==> src/rtl/exposure_sequencer_pkg.sv <==
// Shared types for the exposure sequencer: state encoding, fault codes and
// the sizing helper for the shared PREP/COOL timer.
package exposure_pkg;

  typedef enum logic [2:0] {
    ST_IDLE   = 3'b000,
    ST_PREP   = 3'b001,
    ST_ARM    = 3'b010,
    ST_EXPOSE = 3'b011,
    ST_COOL   = 3'b100,
    ST_FAULT  = 3'b101
  } state_t;

  localparam logic [1:0] FC_NONE         = 2'b00;
  localparam logic [1:0] FC_PREP_TIMEOUT = 2'b01;
  localparam logic [1:0] FC_VIBRATION    = 2'b10;
  localparam logic [1:0] FC_INTERLOCK    = 2'b11;

  // One spare bit so the timer can step past its terminal value on the
  // leaving edge without wrapping, even for tiny parameter values.
  function automatic int timer_width(input int a, input int b);
    int m;
    m = (a > b) ? a : b;
    return $clog2(m) + 1;
  endfunction

endpackage

==> src/rtl/exposure_sequencer_if.sv <==
// Exposure request channel between the host controller and the sequencer.
interface exposure_sequencer_if #(
  parameter int DOSE_W = 8
);

  // A request transfers on any clock edge where req_valid && req_ready are both
  // high; req_dose is sampled on that edge. The master holds req_valid/req_dose
  // stable until the transfer, and req_ready does not depend on req_valid.
  logic              req_valid;
  logic              req_ready;
  logic [DOSE_W-1:0] req_dose;

  modport master (
    output req_valid,
    output req_dose,
    input  req_ready
  );

  modport slave (
    input  req_valid,
    input  req_dose,
    output req_ready
  );

endinterface

==> src/rtl/exposure_sequencer_seq_timer.sv <==
// Loadable up-counter with hold (en low) and a terminal-value flag; shared by
// the PREP timeout and the COOL dwell.
module seq_timer #(
  parameter int W = 7
) (
  input  logic         clk,
  input  logic         rst,
  input  logic         load,
  input  logic [W-1:0] load_val,
  input  logic         en,
  input  logic [W-1:0] term,
  output logic         at_term
);

  logic [W-1:0] count;

  always_ff @(posedge clk) begin
    if (rst) begin
      count <= '0;
    end else if (load) begin
      count <= load_val;
    end else if (en) begin
      count <= count + 1'b1;
    end
  end

  assign at_term = (count == term);

endmodule

==> src/rtl/exposure_sequencer.sv <==
// X-ray exposure sequencer: PREP -> ARM -> dose-counted EXPOSE -> COOL, with
// interlock loss aborting into a latched FAULT that needs an operator clear.
module exposure_sequencer
  import exposure_pkg::*;
#(
  parameter int PREP_TIMEOUT = 64,
  parameter int COOL_CYCLES  = 32,
  parameter int DOSE_W       = 8
) (
  input  logic               clk,
  input  logic               rst,
  exposure_sequencer_if.slave req,
  input  logic               pos_ok,
  input  logic               power_ok,
  input  logic               temp_hot,
  input  logic               vib_alarm,
  input  logic               dose_pulse,
  input  logic               fault_clr,
  output logic               prep_req,
  output logic               xray_en,
  output logic               shutter_open,
  output logic               done,
  output logic               fault,
  output logic [1:0]         fault_code,
  output logic [DOSE_W-1:0]  dose_count,
  output logic [2:0]         state_dbg
);

  localparam int TMR_W = timer_width(PREP_TIMEOUT, COOL_CYCLES);

  state_t            state;
  logic [DOSE_W-1:0] dose_target;
  logic [DOSE_W-1:0] dose_next;
  logic              ilk_ready;
  logic              ilk_trip;
  logic [1:0]        ilk_code;
  logic              timer_load;
  logic              timer_en;
  logic [TMR_W-1:0]  timer_term;
  logic              timer_done;

  assign ilk_ready = pos_ok && power_ok && !temp_hot;
  assign ilk_trip  = vib_alarm || !power_ok || temp_hot || !pos_ok;
  assign ilk_code  = vib_alarm ? FC_VIBRATION : FC_INTERLOCK;
  assign dose_next = dose_count + 1'b1;

  // PREP and COOL are only ever entered from states where the timer sits
  // cleared, so holding it at zero elsewhere gives a fresh count on entry.
  assign timer_load = (state != ST_PREP) && (state != ST_COOL);
  assign timer_en   = (state == ST_PREP) || ((state == ST_COOL) && !temp_hot);
  assign timer_term = (state == ST_PREP) ? TMR_W'(PREP_TIMEOUT - 1)
                                         : TMR_W'(COOL_CYCLES - 1);

  seq_timer #(.W(TMR_W)) u_timer (
    .clk      (clk),
    .rst      (rst),
    .load     (timer_load),
    .load_val ('0),
    .en       (timer_en),
    .term     (timer_term),
    .at_term  (timer_done)
  );

  always_ff @(posedge clk) begin
    if (rst) begin
      state       <= ST_IDLE;
      done        <= 1'b0;
      fault_code  <= FC_NONE;
      dose_count  <= '0;
      dose_target <= '0;
    end else begin
      done <= 1'b0;
      case (state)
        ST_IDLE: begin
          if (req.req_valid && req.req_ready) begin
            if (req.req_dose != '0) begin
              dose_target <= req.req_dose;
              dose_count  <= '0;
              state       <= ST_PREP;
            end else begin
              done <= 1'b1;
            end
          end
        end
        ST_PREP: begin
          if (ilk_ready) begin
            state <= ST_ARM;
          end else if (timer_done) begin
            state      <= ST_FAULT;
            fault_code <= FC_PREP_TIMEOUT;
          end
        end
        ST_ARM: begin
          if (ilk_trip) begin
            state      <= ST_FAULT;
            fault_code <= ilk_code;
          end else begin
            state <= ST_EXPOSE;
          end
        end
        ST_EXPOSE: begin
          // The pulse is counted even when an interlock trips on the same edge;
          // the trip still wins over completion.
          if (dose_pulse) begin
            dose_count <= dose_next;
          end
          if (ilk_trip) begin
            state      <= ST_FAULT;
            fault_code <= ilk_code;
          end else if (dose_pulse && (dose_next == dose_target)) begin
            state <= ST_COOL;
            done  <= 1'b1;
          end
        end
        ST_COOL: begin
          if (!temp_hot && timer_done) begin
            state <= ST_IDLE;
          end
        end
        ST_FAULT: begin
          if (fault_clr && power_ok && !temp_hot && !vib_alarm) begin
            state      <= ST_IDLE;
            fault_code <= FC_NONE;
          end
        end
        default: begin
          state <= ST_IDLE;
        end
      endcase
    end
  end

  assign req.req_ready = (state == ST_IDLE);
  assign prep_req      = (state == ST_PREP);
  assign xray_en       = (state == ST_ARM) || (state == ST_EXPOSE);
  assign shutter_open  = (state == ST_EXPOSE);
  assign fault         = (state == ST_FAULT);
  assign state_dbg     = state;

endmodule

==> src/flat_wrapper.sv <==
// flat-port wrapper written by rule: the top's interface ports become plain ports
module exposure_sequencer_flat import exposure_pkg::*;
#(
  parameter int PREP_TIMEOUT = 64,
  parameter int COOL_CYCLES  = 32,
  parameter int DOSE_W       = 8
)
  (clk, rst, pos_ok, power_ok, temp_hot, vib_alarm, dose_pulse, fault_clr, prep_req, xray_en, shutter_open, done, fault, fault_code, dose_count, state_dbg, req_req_valid, req_req_dose, req_req_ready);
  exposure_sequencer_if #(.DOSE_W(DOSE_W)) req_i ();
  input  logic clk;
  input  logic rst;
  input  logic pos_ok;
  input  logic power_ok;
  input  logic temp_hot;
  input  logic vib_alarm;
  input  logic dose_pulse;
  input  logic fault_clr;
  output logic prep_req;
  output logic xray_en;
  output logic shutter_open;
  output logic done;
  output logic fault;
  output logic [1:0] fault_code;
  output logic [DOSE_W-1:0] dose_count;
  output logic [2:0] state_dbg;
  input wire logic [$bits(req_i.req_valid)-1:0] req_req_valid;
  input wire logic [$bits(req_i.req_dose)-1:0] req_req_dose;
  output wire logic [$bits(req_i.req_ready)-1:0] req_req_ready;
  assign req_i.req_valid = req_req_valid;
  assign req_i.req_dose = req_req_dose;
  assign req_req_ready = req_i.req_ready;
  exposure_sequencer #(.PREP_TIMEOUT(PREP_TIMEOUT), .COOL_CYCLES(COOL_CYCLES), .DOSE_W(DOSE_W)) u_core (.clk(clk), .rst(rst), .req(req_i), .pos_ok(pos_ok), .power_ok(power_ok), .temp_hot(temp_hot), .vib_alarm(vib_alarm), .dose_pulse(dose_pulse), .fault_clr(fault_clr), .prep_req(prep_req), .xray_en(xray_en), .shutter_open(shutter_open), .done(done), .fault(fault), .fault_code(fault_code), .dose_count(dose_count), .state_dbg(state_dbg));
endmodule
==> config.mk <==
export PLATFORM = sky130hd
export DESIGN_NAME = exposure_sequencer_flat
export DESIGN_NICKNAME = d
export VERILOG_FILES = /design/src/rtl/exposure_sequencer_pkg.sv /design/src/rtl/exposure_sequencer_if.sv /design/src/rtl/exposure_sequencer_seq_timer.sv /design/src/rtl/exposure_sequencer.sv /design/src/flat_wrapper.sv
export SDC_FILE = /design/constraint.sdc
export NUM_CORES = 1
export LEC_CHECK = 0
export CELL_PAD_IN_SITES_DETAIL_PLACEMENT = 1
export CELL_PAD_IN_SITES_GLOBAL_PLACEMENT = 2
export CORE_ASPECT_RATIO = 0.75
export CORE_MARGIN = 3
export CORE_UTILIZATION = 31
export CTS_CLUSTER_SIZE = 25
export DETAILED_ROUTE_END_ITERATION = 10
export HOLD_SLACK_MARGIN = 0.05
export PLACE_DENSITY_LB_ADDON = 0.1
export SYNTH_ARGS = -nofsm -noshare
export SYNTH_HDL_FRONTEND = slang
export SYNTH_SLANG_ARGS = --single-unit
==> constraint.sdc <==
create_clock -name clk -period 3.8 [get_ports clk]
set_input_delay 0.76 -clock clk [delete_from_list [all_inputs] [get_ports clk]]
set_output_delay 0.76 -clock clk [all_outputs]
set_load 0.05 [all_outputs]
* After elaboration in Yosys (flattened, before gate mapping)
Index checks and enable logic that the tools add are counted.
** Word-level totals
- Register bits :: 29
- Logic and storage cells :: 82
** Operators by class
- Add/sub/neg operators :: 2
- Equal/unequal tests :: 19
- Muxes and demuxes :: 26
- Reductions and logical operators :: 29
** Operator list (count)
- two-way mux 3 bit :: 9
- two-way mux 8 bit :: 3
- case mux 3 bit (6 select lines) :: 1
- case mux 8 bit (2 select lines) :: 1
- logical AND 1 bit :: 10
- inequality test 2 bit, second input constant :: 5
- inequality test 3 x 1 -> 1 bit, second input constant :: 3
- adder 8 x 1 -> 8 bit, second input constant :: 1
- == test 8 bit :: 1
- two-way mux 2 bit :: 4
- nonzero test 8 bit :: 1
- adder 7 x 1 -> 7 bit, second input constant :: 1
- == test 7 bit :: 1
- == test 3 x 2 -> 1 bit, second input constant :: 2
- == test 3 bit, second input constant :: 2
- two-way mux 6 bit :: 1
- inequality test 2 x 1 -> 1 bit, second input constant :: 3
- case mux 2 bit (3 select lines) :: 1
- AND reduction 6 bit :: 1
- logical OR 1 bit :: 5
- two-way mux 1 bit :: 5
- AND reduction 5 bit :: 1
- logical NOT 1 bit :: 4
- AND reduction 4 bit :: 1
- other kinds (8) :: 9

* Longest topological paths before layout
Gate-level depths: netlist of the first run.
- Word-level depth :: 6
- Gate-level depth with buffers :: 8
- Mapped depth without buffers :: 7

* Hierarchy
A second synthesis of the first run with hierarchy kept.
** Second synthesis, totals
- Cell total of the unflattened synthesis :: 246
- Area total of the unflattened synthesis :: 1936.9 um^2
** By module, submodules not included
- exposure_sequencer :: times used 1, cells each 197, area an instance 1507.7 um^2, seq. area each 440.4 um^2
- seq_timer :: times used 1, cells each 49, area an instance 429.2 um^2, seq. area each 140.1 um^2

* Worst setup path before layout of the first run
OpenSTA, ideal clock, no wires.
- Kind :: reg2out
- From :: reg u_core.state[1] (netlist: u_core.state_dbg[1])
- To :: out shutter_open
- Arrival time :: 2.275 ns
- Required time :: 3.040 ns
- Path slack :: 0.765 ns
- Stages on the path, launching flop included :: 4
- Path buffers :: 0
- Cell sequence :: dfxtp_1 -> nor2b_1 -> nand2_1 -> inv_1
** Between the ends
- Cells in the longest elaborated chain, start to end :: 1
** RTL lines
- from (decl) :: line exposure_sequencer.sv:31 : state_t state;
- from (signal assigned) :: line exposure_sequencer.sv:66 : state <= ST_IDLE;
- from (signal assigned) :: line exposure_sequencer.sv:79 : state <= ST_PREP;
- from (signal assigned) :: line exposure_sequencer.sv:87 : state <= ST_ARM;
- == test 3 x 2 -> 1 bit :: line exposure_sequencer.sv:136 : assign shutter_open = (state == ST_EXPOSE);
- to (decl) :: line flat_wrapper.sv:20 : output logic shutter_open;
Every way passes these cells.

* Final worst setup path of the first run
Same ends and word-level chain as after synthesis.

==> results of run 1 <==
## layer usage
| layer | up-vias | global-route usage [%] | wire (um) |
|---|---|---|---|
| met5 | - | 0 | 0 |
| met4 | 0 | 5.52 | 55 |
| met3 | 5 | 4.45 | 212 |
| met2 | 28 | 25.7 | 2220 |
| met1 | 780 | 23.6 | 2570 |
| li1 | 803 | - | - |
## logic make-up (layout without fill, tap and decap cells)
kind of cell / Yosys count / after routing / share of synthesized area (%)
buf+inv: 14 / 48 / 4.26
xor+xnor: 14 / 14 / 7.33
simple gates: 89 / 89 / 29.2
flops: 29 / 29 / 34.7
compound gates: 48 / 48 / 18.2
mux: 8 / 8 / 4.79
fa+ha+maj: 2 / 2 / 1.50
## registers in the layout (all words and copies together), names as in the netlist
name,count
u_core.done,1
u_core.dose_count,8
u_core.dose_target,8
u_core.fault_code,2
u_core.state_dbg,3
u_core.u_timer.count,7
## synthesized netlist by cell type (4+ instances only)
master,n
dfxtp_1,29
nor2_1,29
a21oi_1,20
nand2_1,13
o21ai_0,9
mux2i_1,8
xnor2_1,8
nand3_1,7
nor3_1,6
xor2_1,6
nand2b_1,5
clkbuf_1,4
nand4_1,4
## through the flow
| step | cells | hold slack, ns | total power [mW] | worst slack, ns | utilization [%] |
|---|---|---|---|---|---|
| 6_report | 310 | 0.464 | 1.13 | 0.407 | 43.4 |
| 5_1_grt | 310 | 0.502 | 1.19 | 0.254 | 43.4 |
| 4_1_cts | 310 | 0.471 | 1.14 | 0.427 | 43.4 |
| 3_5_place_dp | 302 | 0.462 | 0.795 | 0.749 | 41.1 |
| 3_3_place_gp | 302 | 0.445 | 0.785 | 0.746 | 41.1 |
| 2_1_floorplan | 204 | 0.480 | 0.666 | 0.765 | - |
## worst reg2reg max path, cell delays in order, from the launching register on
cell,delay [ns]
dfxtp_1,0.62
nor2b_1,0.18
nand2_1,0.27
inv_1,0.23
a21oi_1,0.67
o21ai_0,0.20
a21oi_1,0.16
## path summary, 6_finish.rpt
path                            slack [ns]  cells after the start                  from              endpoint
worst max register to register        1.40                      6   u_core.state_dbg[2]  u_core.dose_count[2]
worst min register to register        0.46                      2  u_core.fault_code[1]  u_core.fault_code[1]
worst min-delay path                  0.46                      2  u_core.fault_code[1]  u_core.fault_code[1]
worst max-delay path                  0.41                      4   u_core.state_dbg[1]          shutter_open
## area by class of cell
cell class              instances  share of cell area [%]
multi-input cells             161                    46.7
clock buffers                   7                    3.95
clock inverters                 1                    1.37
inverters                       3                   0.515
flip-flops and latches         29                    26.6
well taps                      72                    4.12
repair buffers                 37                    16.7
## placed cells by master (no fill, tap or decap), types with 3 or more instances in the layout
master           netlist  layout
clkdlybuf4s50_1        0      35
nor2_1                29      29
dfxtp_1               29      29
a21oi_1               20      20
nand2_1               13      13
o21ai_0                9       9
xnor2_1                8       8
mux2i_1                8       8
nand3_1                7       7
nor3_1                 6       6
xor2_1                 6       6
clkbuf_8               0       6
nand2b_1               5       5
nand4_1                4       4
inv_1                  3       3
and4_1                 3       3
a211o_1                3       3
## where the power goes
| part | internal, mW | leakage, nW | switching, mW |
|---|---|---|---|
| sequential | 0.334 | 0.235 | 0.0515 |
| clock | 0.214 | 0.0585 | 0.124 |
| combinational | 0.156 | 0.470 | 0.246 |
| total | 0.704 | 0.764 | 0.421 |
==> reports/results.ini, run 1 <==
[setup_path]
cp_top_family = buffers and inverters
cp_data_required_time_ns = 3.04
worstPathCellList = nor2b_1 > nand2_1 > inv_1 > clkdlybuf4s50_1
critical_path_class = reg2out
critPathArrivalTime_ns = 2.63
cp-end-kind = primary output
cp_slowest_cell = clkdlybuf4s50_1
cp_max_fo = 13
cp.buffers_inverters = 2
start_kind = register
max_stage_delay_ns = 0.87

[timing]
maxSlewHeadroom_pct = 49.8
slew_violations = 0
fmax_ghz = 0.295
fin_skew_ns = 0.00188
hold_viol = 0
fin_crit_sh_pct = 89.3
finalSetupTns_ns = 0
rsz0062_at_grt = no
setup_viol = 0
worst_slew_pin_slew_ns = 0.753
min_period_ns = 3.39

[logic_synthesis]
synth_edf_count = 0
ys.flop_type = dfxtp_1
netlist_area_um2 = 1670
syn_avg_cell_area_um2 = 8.20
synthCells = 204
synth_top_area_cell = dfxtp_1
netlist.area_leader.share_pct = 34.7
ys_seq_area_share_pct = 34.7
synth.area.top_cells = dfxtp_1 (35%), nor2_1 (6.5%), a21oi_1 (6.0%)
ys_async_sr_fraction_pct = 0
yosysWarnings = 0
post_synth_num_cell_types = 50
synth_seq_cells = 29
synth_nets = 223

[outcome]
outcome = finished, final reports clean

[place]
place_area_um2 = 2070
hpwlAfterDp_um = 3860
routabilityCongestion = 0.769
io_buffers = 35

[clock_tree]
htree_levels = 2
worstSkewPairLatency_ns = 0.29
cts.path.max_buffers = 2
clockRootBuffer = clkbuf_8
cts-resized-gates = 0
cts_tree = yes
cts-hold-fix-buffers = 0
cts_sinks = 29
clkTransAtPathRegs_ns = 0.06
post_cts_buffers = 0
cts_buffers = 5

[layout]
n_antenna_cell = 0
syn_to_final_growth_pct = 30.6
fillers = 628
finalNetCount = 256
multiInputGateArea_um2 = 1020
drive_gt1_share_pct = 5.88
final_cell_area_um2 = 2180
regArea_um2 = 581

[routing]
antenna_left = 0
dr.pass1.iters = 4
vias_per_cell = 5.21
drtIter0Drc = 107
vias = 1616
route.detailed.drc = 0
wl_per_cell_um = 16.3
finalWirelength_um = 5050

[global_routing]
grt_pass1_vias = 1664
grt_usage_pct = 17.0
grt_antenna_before_repair = 0
grt_overflow = 0
grt_pass1_wl_um = 8520
grt_max_degree = 16

[min_path]
hp-class = reg2reg

[flow_run]
cap_violations = 0

[power]
ir_drop_uv = 200
leakagePower_nw = 0.764
powerDensity_nw_per_um2 = 515

[floorplan]
die_y_um = 69.6
floorplan.initialDensity_pct = 33.2
core_um2 = 5040
die_w_um = 90.8
ios = 36
die_area_um2 = 6320
row_count = 22

Note: power is estimated with default switching activity, not from simulation.
==> run 2, diff against run 1 <==
--- a/config.mk
+++ b/config.mk
@@ -14,6 +14,7 @@
 export DETAILED_ROUTE_END_ITERATION = 10
 export HOLD_SLACK_MARGIN = 0.05
 export PLACE_DENSITY_LB_ADDON = 0.1
+export REMOVE_ABC_BUFFERS = 1
 export SYNTH_ARGS = -nofsm -noshare
 export SYNTH_HDL_FRONTEND = slang
 export SYNTH_SLANG_ARGS = --single-unit
==> reports/results.ini, run 2 (same netlist as run 1, synthesis figures left out) <==
[layout]
final_common_cell = clkdlybuf4s50_1
syn_to_final_growth_pct = 29.7
fillers = 617
finalNetCount = 256
n_antenna_cell = 0
drive_gt1_share_pct = 6.30
mostFrequentLayoutCells = clkdlybuf4s50_1 (35), nor2_1 (29), dfxtp_1 (29)
final_core_util_pct = 43.1
final_cells = 310
largestRegisters = u_core.dose_count: 8 flops, u_core.dose_target: 8 flops, u_core.u_timer.count: 7 flops

[timing]
fin_crit_sh_pct = 88.4
finalSetupTns_ns = 0
min_period_ns = 3.36
fin_skew_ns = 0.00484
worst_slew_pin_slew_ns = 0.729
setup_viol = 0
setup_ws_ns = 0.442
slew_violations = 0
fmax_ghz = 0.298
hold_viol = 0
maxSlewHeadroom_pct = 51.4
rsz0062_at_grt = no

[routing]
wl_per_cell_um = 15.5
finalWirelength_um = 4790
drtIter0Drc = 87
vias = 1603
dr.pass1.iters = 4
route.detailed.drc = 0
antenna_left = 0
vias_per_cell = 5.17

[floorplan]
die_w_um = 90.8
die_y_um = 69.6
row_count = 22
ios = 36
die_area_um2 = 6320
floorplan.initialDensity_pct = 33.2
core_um2 = 5040

[clock_tree]
cts_buffers = 5
cts_tree = yes
post_cts_buffers = 0
cts.path.max_buffers = 2
htree_levels = 2
worstSkewPairLatency_ns = 0.27
clockRootBuffer = clkbuf_8
cts-resized-gates = 0
cts_sinks = 29
clkTransAtPathRegs_ns = 0.06
cts-hold-fix-buffers = 0

[place]
io_buffers = 35
hpwlAfterDp_um = 3720
dp_cells = 302
routabilityCongestion = 0.780
place_ws_ns = 0.737

[setup_path]
critical_path_class = reg2out
critPathArrivalTime_ns = 2.60
startpoint = u_core.state_dbg[1]
r2r_end = u_core.dose_count[4]
rr_startpoint = u_core.state_dbg[2]
endpoint = shutter_open
cp_data_required_time_ns = 3.04
ff2ff_path_depth = 6
regToRegSetupSlack_ns = 1.40
cp_max_fo = 13
cp-end-kind = primary output
start_kind = register

[global_routing]
grt_max_degree = 17
grt_pass1_vias = 1560
grt_pass1_wl_um = 7950
grt_antenna_before_repair = 0
grt_overflow = 0
grt_usage_pct = 15.3

[min_path]
min_path_cells = 2
worstHoldStart = u_core.fault_code[1]
hp-class = reg2reg

[outcome]
outcome = finished, final reports clean

[power]
powerDensity_nw_per_um2 = 489
total_power_mw = 1.06
ir_drop_uv = 181
leakagePower_nw = 0.760

[flow_run]
cap_violations = 0

[run 2: changes by cell type in the layout (fill, tap and decap cells not counted)]
cell	delta
clkbuf_8	+1
clkbuf_1	-1
bufinv_16	-1
clkinv_2	+1
[run 2: how the worst min path moves through the flow]
stage / end / slack (ns)
3_3_place_gp: u_core.fault_code[1] / 0.46
2_1_floorplan: u_core.dose_target[5] / 0.48
3_5_place_dp: u_core.fault_code[1] / 0.46
4_1_cts: u_core.fault_code[1] / 0.47
5_1_grt: u_core.fault_code[1] / 0.50
6_report: u_core.fault_code[1] / 0.47
[run 2: cell type report]
cell class                 instances  area (um^2)  area share [%]
clock buffer                       7         96.3            4.44
clock inverter                     1         5.00           0.231
inverter                           3         11.3           0.519
multi-input combinational        161         1020            47.1
sequential                        29          581            26.8
tap                               72         90.1            4.15
timing repair buffer              37          365            16.8
[run 2: report_power, final]
group          internal (mW)  total [mW]  switching (mW)
sequential             0.334       0.384          0.0501
combinational          0.157       0.401           0.245
clock                  0.163       0.276           0.113
[run 2: routing by layer]
layer	routed length, um	share of wire [%]	global-route usage, %
met1	2540	53	22.4
met2	2070	43	22.8
met3	147	3.1	3.47
met4	39	0.81	3.51
met5	0	0	0
[run 2: worst max-delay path, stage by stage (launching register included)]
cell and delay (ns):
dfxtp_1 0.58, nor2b_1 0.32, nand2_1 0.25, inv_1 0.30, clkdlybuf4s50_1 0.86
[run 2: metrics by stage]
| step | hold WS, ns | cell area (um^2) |
|---|---|---|
| global route | 0.498 | 2170 |
| finish | 0.468 | 2170 |
| detailed placement | 0.464 | 2070 |
| CTS | 0.473 | 2170 |
| floorplan | 0.481 | 1610 |
| global placement | 0.459 | 2070 |
